**config.mk**
```make
export PLATFORM = sky130hd
export DESIGN_NAME = dot_ctrl
export DESIGN_NICKNAME = d
export VERILOG_FILES = /design/src/rtl/dot_pkg.sv /design/src/rtl/dot_ctrl_idx.sv /design/src/rtl/dot_ctrl.sv
export SDC_FILE = /design/constraint.sdc
export NUM_CORES = 1
export LEC_CHECK = 0
export BUFFER_PORTS_ARGS = -buffer_cell sky130_fd_sc_hd__buf_4
export CAP_MARGIN = 10
export CORE_MARGIN = 3
export CORE_UTILIZATION = 38
export DETAILED_ROUTE_END_ITERATION = 7
export GPL_TIMING_DRIVEN = 0
export PLACE_DENSITY = 0.86
export SLEW_MARGIN = 15
export SYNTH_ARGS = -nofsm -noshare
export SYNTH_HDL_FRONTEND = slang
export SYNTH_SLANG_ARGS = --single-unit
```
**constraint.sdc**
```tcl
create_clock -name clk -period 2.2 [get_ports clk]
set_input_delay 0.22 -clock clk [delete_from_list [all_inputs] [get_ports clk]]
set_output_delay 0.22 -clock clk [all_outputs]
set_load 0.005 [all_outputs]
```
**src/rtl/dot_pkg.sv**
```systemverilog
// dot_pkg: shared types for the dot-product sequencing controller.
// State encodings and the FSM state enumeration.
package dot_pkg;

  localparam logic [1:0] ST_IDLE = 2'd0;
  localparam logic [1:0] ST_CLR  = 2'd1;
  localparam logic [1:0] ST_RUN  = 2'd2;
  localparam logic [1:0] ST_DONE = 2'd3;

  typedef enum logic [1:0] {
    IDLE = ST_IDLE,
    CLR  = ST_CLR,
    RUN  = ST_RUN,
    DONE = ST_DONE
  } state_e;

endpackage

```
**src/rtl/dot_ctrl_idx.sv**
```systemverilog
// dot_ctrl_idx: element counter and operand address adders.
// cnt_q is the offset of the element being fetched this cycle.
module dot_ctrl_idx
  import dot_pkg::*;
#(
  parameter int unsigned P_ADDR_W = 8
) (
  input  logic                clk,
  input  logic                rst,
  input  logic                load_i,
  input  logic                inc_i,
  input  logic [P_ADDR_W-1:0] a_base_i,
  input  logic [P_ADDR_W-1:0] b_base_i,
  input  logic [P_ADDR_W:0]   len_i,
  output logic [P_ADDR_W-1:0] a_addr_o,
  output logic [P_ADDR_W-1:0] b_addr_o,
  output logic                len_zero_o,
  output logic                last_o,
  output logic                rd_next_o
);

  logic [P_ADDR_W-1:0] a_base_q;
  logic [P_ADDR_W-1:0] b_base_q;
  logic [P_ADDR_W:0]   len_q;
  logic [P_ADDR_W:0]   cnt_q;
  logic [P_ADDR_W:0]   cnt_d;

  // Next offset; never exceeds len+1 so it fits len's width.
  always_comb begin
    cnt_d = cnt_q + 1'b1;
  end

  // Latch bases/len on accept, advance offset in CLR and RUN.
  always_ff @(posedge clk or negedge rst) begin
    if (!rst) begin
      a_base_q <= '0;
      b_base_q <= '0;
      len_q    <= '0;
      cnt_q    <= '0;
    end else if (load_i) begin
      a_base_q <= a_base_i;
      b_base_q <= b_base_i;
      len_q    <= len_i;
      cnt_q    <= '0;
    end else if (inc_i) begin
      cnt_q    <= cnt_d;
    end
  end

  // Addresses wrap naturally at the memory size.
  assign a_addr_o   = a_base_q + cnt_q[P_ADDR_W-1:0];
  assign b_addr_o   = b_base_q + cnt_q[P_ADDR_W-1:0];
  assign len_zero_o = (len_q == '0);
  // In RUN, cnt_q is k+1, so k == len-1 means cnt_q == len.
  assign last_o     = (cnt_q == len_q);
  assign rd_next_o  = (cnt_d < len_q);

endmodule

```
**src/rtl/dot_ctrl.sv**
```systemverilog
// dot_ctrl: fetches two vectors and sequences the MAC datapath.
// Optional perf_ops handshake counter under DOT_CTRL_PERF_EN.
module dot_ctrl
  import dot_pkg::*;
#(
  parameter int unsigned P_WIDTH  = 32,
  parameter int unsigned P_ADDR_W = 8
) (
  input  logic                clk,
  input  logic                rst,
  input  logic                start,
  input  logic [P_ADDR_W-1:0] a_base,
  input  logic [P_ADDR_W-1:0] b_base,
  input  logic [P_ADDR_W:0]   len,
  output logic                busy,
  output logic                mem_rd,
  output logic [P_ADDR_W-1:0] mem_a_addr,
  output logic [P_ADDR_W-1:0] mem_b_addr,
  input  logic [P_WIDTH-1:0]  mem_a_data,
  input  logic [P_WIDTH-1:0]  mem_b_data,
  output logic [P_WIDTH-1:0]  dp_a,
  output logic [P_WIDTH-1:0]  dp_b,
  output logic                dp_acc,
  input  logic [P_WIDTH-1:0]  dp_out,
  output logic                res_valid,
  input  logic                res_ready,
  output logic [P_WIDTH-1:0]  res_data
`ifdef DOT_CTRL_PERF_EN
  ,
  output logic [P_WIDTH-1:0]  perf_ops
`endif
);

  state_e state_q;
  logic   busy_q;
  logic   mem_rd_q;
  logic   dp_acc_q;
  logic   res_valid_q;

  logic   accept;
  logic   step;
  logic   len_zero;
  logic   last;
  logic   rd_next;

  assign accept = (state_q == IDLE) && start;
  assign step   = (state_q == CLR) || (state_q == RUN);

  dot_ctrl_idx #(
    .P_ADDR_W (P_ADDR_W)
  ) u_idx (
    .clk        (clk),
    .rst        (rst),
    .load_i     (accept),
    .inc_i      (step),
    .a_base_i   (a_base),
    .b_base_i   (b_base),
    .len_i      (len),
    .a_addr_o   (mem_a_addr),
    .b_addr_o   (mem_b_addr),
    .len_zero_o (len_zero),
    .last_o     (last),
    .rd_next_o  (rd_next)
  );

  // Control FSM; all strobes are registered with the state.
  always_ff @(posedge clk or negedge rst) begin
    if (!rst) begin
      state_q     <= IDLE;
      busy_q      <= 1'b0;
      mem_rd_q    <= 1'b0;
      dp_acc_q    <= 1'b0;
      res_valid_q <= 1'b0;
    end else begin
      unique case (state_q)
        IDLE: begin
          dp_acc_q <= 1'b1;
          if (start) begin
            state_q  <= CLR;
            busy_q   <= 1'b1;
            dp_acc_q <= 1'b0;
            mem_rd_q <= (len != '0);
          end
        end
        CLR: begin
          dp_acc_q <= 1'b1;
          if (len_zero) begin
            state_q     <= DONE;
            mem_rd_q    <= 1'b0;
            res_valid_q <= 1'b1;
          end else begin
            state_q  <= RUN;
            mem_rd_q <= rd_next;
          end
        end
        RUN: begin
          if (last) begin
            state_q     <= DONE;
            mem_rd_q    <= 1'b0;
            res_valid_q <= 1'b1;
          end else begin
            mem_rd_q <= rd_next;
          end
        end
        DONE: begin
          if (res_ready) begin
            state_q     <= IDLE;
            busy_q      <= 1'b0;
            res_valid_q <= 1'b0;
          end
        end
        default: begin
          state_q <= IDLE;
        end
      endcase
    end
  end

  assign busy      = busy_q;
  assign mem_rd    = mem_rd_q;
  assign dp_acc    = dp_acc_q;
  assign res_valid = res_valid_q;
  // Read data lands in RUN; anywhere else the operands are held at 0.
  assign dp_a      = (state_q == RUN) ? mem_a_data : '0;
  assign dp_b      = (state_q == RUN) ? mem_b_data : '0;
  assign res_data  = res_valid_q ? dp_out : '0;

`ifdef DOT_CTRL_PERF_EN
  logic [P_WIDTH-1:0] perf_q;

  // Count result handshakes, wrapping.
  always_ff @(posedge clk or negedge rst) begin
    if (!rst) begin
      perf_q <= '0;
    end else if (res_valid_q && res_ready) begin
      perf_q <= perf_q + 1'b1;
    end
  end

  assign perf_ops = perf_q;
`endif

endmodule

```
==> results of run 1 <==
layout make-up:
type                            count  area [sq um]  share of cell area [%]
Multi-Input combinational cell    304          2430                    41.9
Timing Repair Buffer              260          1970                    34.0
Sequential cell                    40          1010                    17.3
Tap cell                          105           131                    2.26
Inverter                           24          92.6                    1.59
Buffer                             18          86.3                    1.49
Clock buffer                        5          68.8                    1.18
Clock inverter                      3          18.8                   0.323
worst paths after layout:
path / start / to / slack (ns) / depth (start not counted)
max in group asynchronous: rst / u_idx.cnt_q[0] / 1.40 / 2
max reg2reg: u_idx.cnt_q[1] / mem_rd / -0.13 / 10
min reg2reg: dp_acc / dp_acc / 0.52 / 2
max: u_idx.cnt_q[1] / mem_b_addr[7] / -0.19 / 7
min: len[1] / u_idx.len_q[1] / 0.13 / 3
min in group asynchronous: rst / u_idx.cnt_q[4] / 0.42 / 2
timing repair:
action                                  4_1_cts  5_1_grt
endpoints found under the setup margin       79       67
gates resized for setup                      38       31
buffers inserted                             11        8
hold buffers                                  1        0
endpoints found under the hold margin        40        0
pin swaps                                    17       15
cell families (layout without fill, tap and decap cells):
family                     Yosys count  count (layout)
and+or+nand+nor                    175             175
AOI/OAI and AO/OA                   46              46
buffers and inverters               43             310
DFF                                 40              40
xor gates and xnor gates            33              33
adders and majority gates           32              32
muxes                               18              18
worst register-to-register path, stage by stage (launching register included):
cell	delay (ns)
dfrtp_2	0.49
buf_4	0.17
ha_4	0.16
and3_4	0.19
and3_4	0.15
and3_4	0.17
xor2_1	0.14
ha_1	0.31
o2111a_1	0.17
o31ai_1	0.07
a31o_2	0.21
cell usage in the layout, fill, tap and decap left out, types with 8 or more instances in the layout:
| master | n |
|---|---|
| and2_1 | 97 |
| buf_4 | 254 |
| dfrtp_1 | 36 |
| ha_1 | 22 |
| ha_4 | 8 |
| inv_1 | 21 |
| mux2_2 | 15 |
| nand2_1 | 18 |
| nor2_1 | 22 |
| o21ai_0 | 14 |
| xnor2_1 | 12 |
| xor2_1 | 17 |
power groups by stage:
| stage | registers [mW] | clock network (mW) | logic (mW) |
|---|---|---|---|
| 3_3_place_gp | 0.749 | 0 | 0.413 |
| 5_1_grt | 0.735 | 0.554 | 0.447 |
| 6_report | 0.734 | 0.502 | 0.418 |
| 4_1_cts | 0.734 | 0.504 | 0.422 |
| 2_1_floorplan | 0.749 | 0 | 0.0851 |
| 3_5_place_dp | 0.749 | 0 | 0.420 |
state kept, by name, summed over array words and instances (netlist names):
signal          count
res_valid           1
u_idx.len_q         9
dp_acc              1
busy                1
mem_rd              1
u_idx.b_base_q      8
u_idx.a_base_q      8
u_idx.cnt_q         9
state_q             2
layer usage:
metal  global-route usage [%]  vias up  routed length [um]
li1                         -     1813                   -
met1                     28.8     1790                5160
met2                     43.6      188                6860
met3                     8.96       14                1420
met4                     2.59        0                 142
met5                        0        -                   0
through the flow:
step           setup WS [ns]  cells  TNS (ns)
2_1_floorplan        0.00273    387         0
3_3_place_gp          -0.106    732     -1.07
3_5_place_dp          -0.196    732     -2.04
4_1_cts               -0.173    752    -0.686
5_1_grt               -0.268    759     -1.82
6_report              -0.188    759    -0.947
==> flow_summary.toml, run 1 <==
[synthesis]
synth_top_family_by_area = "simple AND/OR/NAND/NOR gates"
postSynthCellCount = 387
synth-compound-area-share_pct = 9.30
syn-cell-area_sq_mm = 0.00338
avgSynthCellArea_sq_um = 8.73
yosysMostFrequentCell = "and2_1"
synthTopCellsByArea = "dfrtp_1, and2_1, ha_1, mux2_2, xor2_1"
ys_async_sr_fraction_pct = 100
synth_mux_area_share_pct = 5.93
synth-adder-area-share_pct = 12.3
seq_area_frac_synth_pct = 29.6
yosysWarnings = 0
ys_top_cells_by_count = "and2_1, dfrtp_1, ha_1, nor2_1, inv_1"
yosysUniqueCellTypes = 48
synthSimpleGateAreaFrac_pct = 28.8
synth-seq-cells = 40
syn-num-nets = 544
synth_top_area_cell = "dfrtp_1"
synth-main-ff-cell = "dfrtp_1"
synthXorXnorAreaFrac_pct = 9.00
synth_top_area_share_pct = 29.6
synth_edf_count = 0

[cts]
clk_latency_ns = 0.30
numCtsBuffers = 5
clockBufferDepth = 2
path_clk_slew_ns = 0.08
cts_tree = "done"
cts.sinks = 40
htreeDepth = 2
cts_root_buf = "clkbuf_8"

[global_route]
grt_overflow = 0
antenna_found_initial = 0
grt_max_degree = 41
grt_pass1_vias = 3629
grtUsageTotal_pct = 24.4
grt_pass1_wl_um = 19200

[sta]
hold_viol = 0
slew_violations = 0
tightest_slew_ns = 0.571
fin_crit_ns = 2.39
rsz0062_at_grt = "yes"
setup_ws_ns = -0.188
relSlewSlack_pct = 61.9
finalCritPeriodShare_pct = 109
clock_skew_ns = 0.0124
setup_viol = 8
fmax_mhz = 419
hold_slack_ns = 0.132

[run]
maxCapViolCount = 0

[setup_path]
startpoint_type = "flip-flop"
slowest_delay_ns = 0.49
critical_path_arrival_ns = 2.17
path_buf_inv = 1
path_cells = "ha_4 > a21oi_2 > nor2b_1 > o31a_1 > o41ai_2 > xnor2_1 > buf_4"
crit_fanout = 6
cp_data_required_time_ns = 1.98
cp-end-kind = "primary output"
critPathKind = "flip-flop to primary output"
crit_family = "compound AO/OA/AOI/OAI gates"
worst_path_max_delay_cell = "dfrtp_2"

[route]
viasPerCell = 5.01
vias = 3805
remaining_drc_errors = 0
dr.pass1.iters = 5
postRouteAntennaNets = 0
drt_iter0_markers = 155
wirelength_um = 13600
wire_per_inst_um = 17.9

[pwr]
leakagePower_nw = 2.98
pwr-share-seq_pct = 44.4
pwr-share-comb_pct = 25.3
netSwitchingFraction_pct = 24.8
switching_power_uw = 410
powerDensity_mw_per_mm2 = 285
power.share.clock_pct = 30.4
total_power_mw = 1.66
p_int_mw = 1.25
ir_worst_vdd_v = 0.000271

[floorplanning]
initial_core_util_pct = 40.1
die_width_um = 100
die_area_sq_mm = 0.0101
io_pins = 241
die_y_um = 100
core_area_sq_mm = 0.00842
fp-row-count = 33

[place]
routabilityCongestion = 0.913
place_area_sq_mm = 0.00533
portBuffers = 240
dp_hpwl_um = 10500

[final_layout]
layout.nets = 810
final.fill_count = 631
syn_to_final_growth_pct = 71.9
drive_gt1_share_pct = 52.4
diodes = 0
fin_util_pct = 69.0
final_area_sq_mm = 0.00581

[run_status]
violations = "setup timing"
status = "finished with violations"

[min_path]
hold_path.class = "input port to flip-flop"
(Power assumes the default switching activity.)
==> inputs of run 2 (changes only) <==
SETUP_SLACK_MARGIN = 0.02   (was not set)
==> flow_summary.toml, run 2 (same netlist as run 1, synthesis figures left out) <==
[run_status]
status = "finished with violations"
violations = "setup timing"

[place]
routabilityCongestion = 0.871
place_area_sq_mm = 0.00533
dp_hpwl_um = 10600
pre_cts_slack_ns = -0.250
portBuffers = 240
place_inst = 732

[global_route]
grt_pass1_wl_um = 20100
grt_pass1_vias = 3923
grtUsageTotal_pct = 25.3
grt_max_degree = 41
antenna_found_initial = 0
grt_overflow = 0

[final_layout]
final_area_sq_mm = 0.00585
final.fill_count = 612
final_common_cell = "buf_4"
layout.nets = 811
drive_gt1_share_pct = 52.7
final_cells = 760
final_cell_mix = "buf_4, and2_1, dfrtp_1"
diodes = 0
syn_to_final_growth_pct = 73.1
reg_top3 = "u_idx.cnt_q (9), u_idx.len_q (9)"

[setup_path]
startpoint_type = "flip-flop"
cp_data_required_time_ns = 1.98
critical_path_arrival_ns = 2.28
worst_path_max_delay_cell = "dfrtp_1"
crit_fanout = 7
slowest_delay_ns = 0.54
rrSetupSlack_ns = -0.22
path_cells = "ha_1 > o21ai_0 > nor2_2 > o41ai_2 > xnor2_1 > buf_4"
cp-end-kind = "primary output"
critPathKind = "flip-flop to primary output"

[route]
drt_iter0_markers = 228
postRouteAntennaNets = 0
dr.pass1.iters = 4
wirelength_um = 14100
viasPerCell = 5.05
vias = 3836
wire_per_inst_um = 18.6
remaining_drc_errors = 0

[floorplanning]
die_width_um = 100
core_area_sq_mm = 0.00842
io_pins = 241
die_y_um = 100
fp-row-count = 33
die_area_sq_mm = 0.0101
initial_core_util_pct = 40.1

[cts]
cts.sinks = 40
clk_latency_ns = 0.30
cts_tree = "done"
htreeDepth = 2
clockBufferDepth = 2
numCtsBuffers = 5
path_clk_slew_ns = 0.08
cts_root_buf = "clkbuf_8"

[sta]
setup_ws_ns = -0.296
hold_viol = 0
fmax_mhz = 401
slew_violations = 0
finalCritPeriodShare_pct = 113
relSlewSlack_pct = 60.9
fin_crit_ns = 2.50
tightest_slew_ns = 0.581
clock_skew_ns = 0.0105
setup_viol = 8
rsz0062_at_grt = "yes"

[pwr]
powerDensity_mw_per_mm2 = 302
total_power_mw = 1.76
netSwitchingFraction_pct = 22.8
ir_worst_vdd_v = 0.000240
pwr-share-seq_pct = 41.6
power.share.clock_pct = 34.3
p_int_mw = 1.36
leakagePower_nw = 2.98
pwr-share-comb_pct = 24.1
switching_power_uw = 403

[min_path]
hold_path.class = "input port to flip-flop"

[run]
maxCapViolCount = 0
[run 2: power by group through the flow]
stage	clock, mW	sequential (mW)	combinational (mW)
6_report	0.605	0.734	0.425
3_5_place_dp	0	0.749	0.425
4_1_cts	0.601	0.734	0.428
2_1_floorplan	0	0.749	0.0851
5_1_grt	0.644	0.734	0.454
3_3_place_gp	0	0.749	0.418
[run 2: what timing repair did]
item                       in CTS  in global routing
hold buffers                    1                  0
buffers inserted                9                 12
hold endpoints to repair       40                  0
setup endpoints to repair      79                 71
pin swaps                      13                 27
resized for setup              27                 45
[run 2: layout make-up]
class / instances / area, sq um / share of cell area (%)
tap: 105 / 131 / 2.25
clock buffer: 6 / 72.6 / 1.24
inverter: 24 / 90.1 / 1.54
clock inverter: 2 / 35.0 / 0.599
multi-input combinational: 304 / 2450 / 41.8
timing repair buffer: 261 / 1980 / 33.9
buffer: 18 / 86.3 / 1.48
sequential: 40 / 1010 / 17.2
[run 2: metrics by stage]
stage	hold slack [ns]	utilization (%)	setup TNS, ns
6_report	0.133	69.4	-1.37
4_1_cts	0.133	66.6	-0.655
3_3_place_gp	0.224	63.3	-0.898
3_5_place_dp	0.231	63.3	-2.84
2_1_floorplan	-0.0756	-	0
5_1_grt	0.137	69.4	-1.92
[run 2: routing by layer]
| metal | share of wire (%) | routed length, um | track usage, % | vias up |
|---|---|---|---|---|
| li1 | - | - | - | 1812 |
| met1 | 38 | 5380 | 30.4 | 1814 |
| met2 | 52 | 7410 | 46.3 | 178 |
| met3 | 7.2 | 1010 | 4.10 | 32 |
| met4 | 2.2 | 312 | 6.63 | 0 |
| met5 | 0 | 0 | 0 | - |
[run 2: path summary, 6_finish.rpt]
| kind | from | cells after the start | to |
|---|---|---|---|
| max | u_idx.cnt_q[3] | 6 | mem_a_addr[7] |
| min | len[7] | 3 | u_idx.len_q[7] |
| max reg2reg | u_idx.cnt_q[0] | 10 | mem_rd |
| min reg2reg | u_idx.a_base_q[4] | 1 | u_idx.a_base_q[4] |
| max in group asynchronous | rst | 2 | u_idx.cnt_q[1] |
| min in group asynchronous | rst | 2 | u_idx.a_base_q[6] |
[run 2: worst max-delay path: cells and delay by family (launching register included)]
kind / cells / cell delay, ns
xor+xnor: 1 / 0.19
fa+ha+maj: 1 / 0.44
flops: 1 / 0.54
simple gates: 1 / 0.10
buf+inv: 1 / 0.15
compound gates: 2 / 0.56
==> inputs of run 3 (changes only) <==
CORE_AREA = 2 2 93 95   (was not set)
CORE_MARGIN = not set   (was 3)
CORE_UTILIZATION = not set   (was 38)
DIE_AREA = 0 0 95 97   (was not set)
PLACE_DENSITY = 0.89   (was 0.86)
clock period = 3 ns   (was 2.2 ns; I/O delays follow)
==> flow_summary.toml, run 3 (same netlist as run 1, synthesis figures left out) <==
[global_route]
grt_overflow = 0
grt_pass1_wl_um = 18400
grt_pass1_vias = 3669
grt_max_degree = 41
antenna_found_initial = 0
grtUsageTotal_pct = 25.9

[final_layout]
multiInputGateArea_sq_mm = 0.00221
reg_top3 = "u_idx.cnt_q (9), u_idx.len_q (9)"
seq_area_sq_mm = 0.00100
final_cell_mix = "buf_4, and2_1, dfrtp_1"
diodes = 0
drive_gt1_share_pct = 42.8
layout.nets = 792
syn_to_final_growth_pct = 59.8
final.fill_count = 648
final_common_cell = "buf_4"

[cts]
path_clk_slew_ns = 0.08
ctsResizeCount = 0
cts.sinks = 40
cts_tree = "done"
postCtsSetupBuffers = 0
clk_latency_ns = 0.30
numCtsBuffers = 5
cts_root_buf = "clkbuf_8"
clockBufferDepth = 2
htreeDepth = 2

[place]
dp_hpwl_um = 10200
routabilityCongestion = 0.920
portBuffers = 240

[sta]
finalCritPeriodShare_pct = 92.4
slew_violations = 0
clock_skew_ns = 0.0145
hold_slack_ns = 0.207
tightest_slew_ns = 0.564
finalSetupTns_ns = 0
fmax_mhz = 361
rsz0062_at_grt = "no"
fin_crit_ns = 2.77
setup_viol = 0
hold_viol = 0
relSlewSlack_pct = 62.4

[run_status]
status = "finished clean"

[min_path]
hold_path.class = "input port to flip-flop"

[pwr]
leakagePower_nw = 2.83
ir_worst_vdd_v = 0.000132
powerDensity_mw_per_mm2 = 223

[floorplanning]
fp-row-count = 33
initial_core_util_pct = 41.5
io_pins = 241
die_y_um = 97
die_area_sq_mm = 0.00922
core_area_sq_mm = 0.00813
die_width_um = 95

[setup_path]
cp-end-kind = "primary output"
startpoint_type = "flip-flop"
cp_data_required_time_ns = 2.70
crit_fanout = 6
critical_path_arrival_ns = 2.47
critPathKind = "flip-flop to primary output"

[route]
postRouteAntennaNets = 0
dr.pass1.iters = 4
viasPerCell = 4.87
wire_per_inst_um = 16.2
drt_iter0_markers = 164
wirelength_um = 12000
vias = 3601
remaining_drc_errors = 0

[run]
maxCapViolCount = 0
==> run 3: changes by cell type in the layout (fill, tap and decap cells not counted), sizes merged <==
cell	before	now
buf	267	245
bufinv	1	0
clkbuf	17	20
==> run 3: worst paths after layout <==
check | startpoint | endpoint | slack (ns) | cells past startpoint
worst min register to register | u_idx.a_base_q[2] | u_idx.a_base_q[2] | 0.52 | 1
worst min-delay path | len[7] | u_idx.len_q[7] | 0.21 | 3
min in group asynchronous | rst | u_idx.len_q[6] | 0.50 | 2
worst max-delay path | u_idx.cnt_q[0] | mem_b_addr[6] | 0.23 | 9
worst max register to register | u_idx.cnt_q[0] | mem_rd | 0.61 | 9
max in group asynchronous | rst | u_idx.len_q[2] | 2.13 | 2
==> run 3: cell type report <==
| class | instances | area share, % |
|---|---|---|
| Inverter | 24 | 1.67 |
| Tap cell | 105 | 2.43 |
| Clock inverter | 1 | 0.0927 |
| Buffer | 19 | 1.48 |
| Sequential cell | 40 | 18.5 |
| Clock buffer | 6 | 1.34 |
| Multi-Input combinational cell | 304 | 40.9 |
| Timing Repair Buffer | 241 | 33.6 |
==> run 3: what timing repair did <==
| action | in CTS | in global routing |
|---|---|---|
| hold buffers | 1 | 0 |
| setup endpoints to repair | 0 | 0 |
| hold endpoints to repair | 24 | 0 |
==> run 3: through the flow <==
stage               instances  utilization, %  total power [mW]  worst slack (ns)  instance area [sq um]
floorplan                 387               -             0.612             0.747                   3380
global placement          732            65.3             0.857             0.620                   5310
detailed placement        732            65.3             0.862             0.588                   5310
CTS                       740            66.4              1.20             0.257                   5400
global route              740            66.4              1.25            0.0541                   5400
finish                    740            66.4              1.20             0.227                   5400
==> run 3: routing by layer <==
layer,track usage (%),part of all wire (%),vias up
li1,-,-,1766
met1,33.7,43,1647
met2,43.3,48,173
met3,6.46,7.9,15
met4,5.35,1.1,0
met5,0,0,-
==> run 3: power breakdown <==
group          internal, mW  total, mW  switching (mW)
logic                 0.213      0.314           0.101
clock network         0.158      0.349           0.190
registers             0.539      0.539               0
==> run 3: worst max-delay path, stage by stage, from the launching register on <==
cell and delay, ns:
dfrtp_1 0.47, ha_1 0.22, inv_1 0.06, fa_1 0.40, nor2b_1 0.12, o21ai_0 0.11, a21boi_0 0.38, or4_1 0.17
nand3_1 0.09, buf_4 0.15
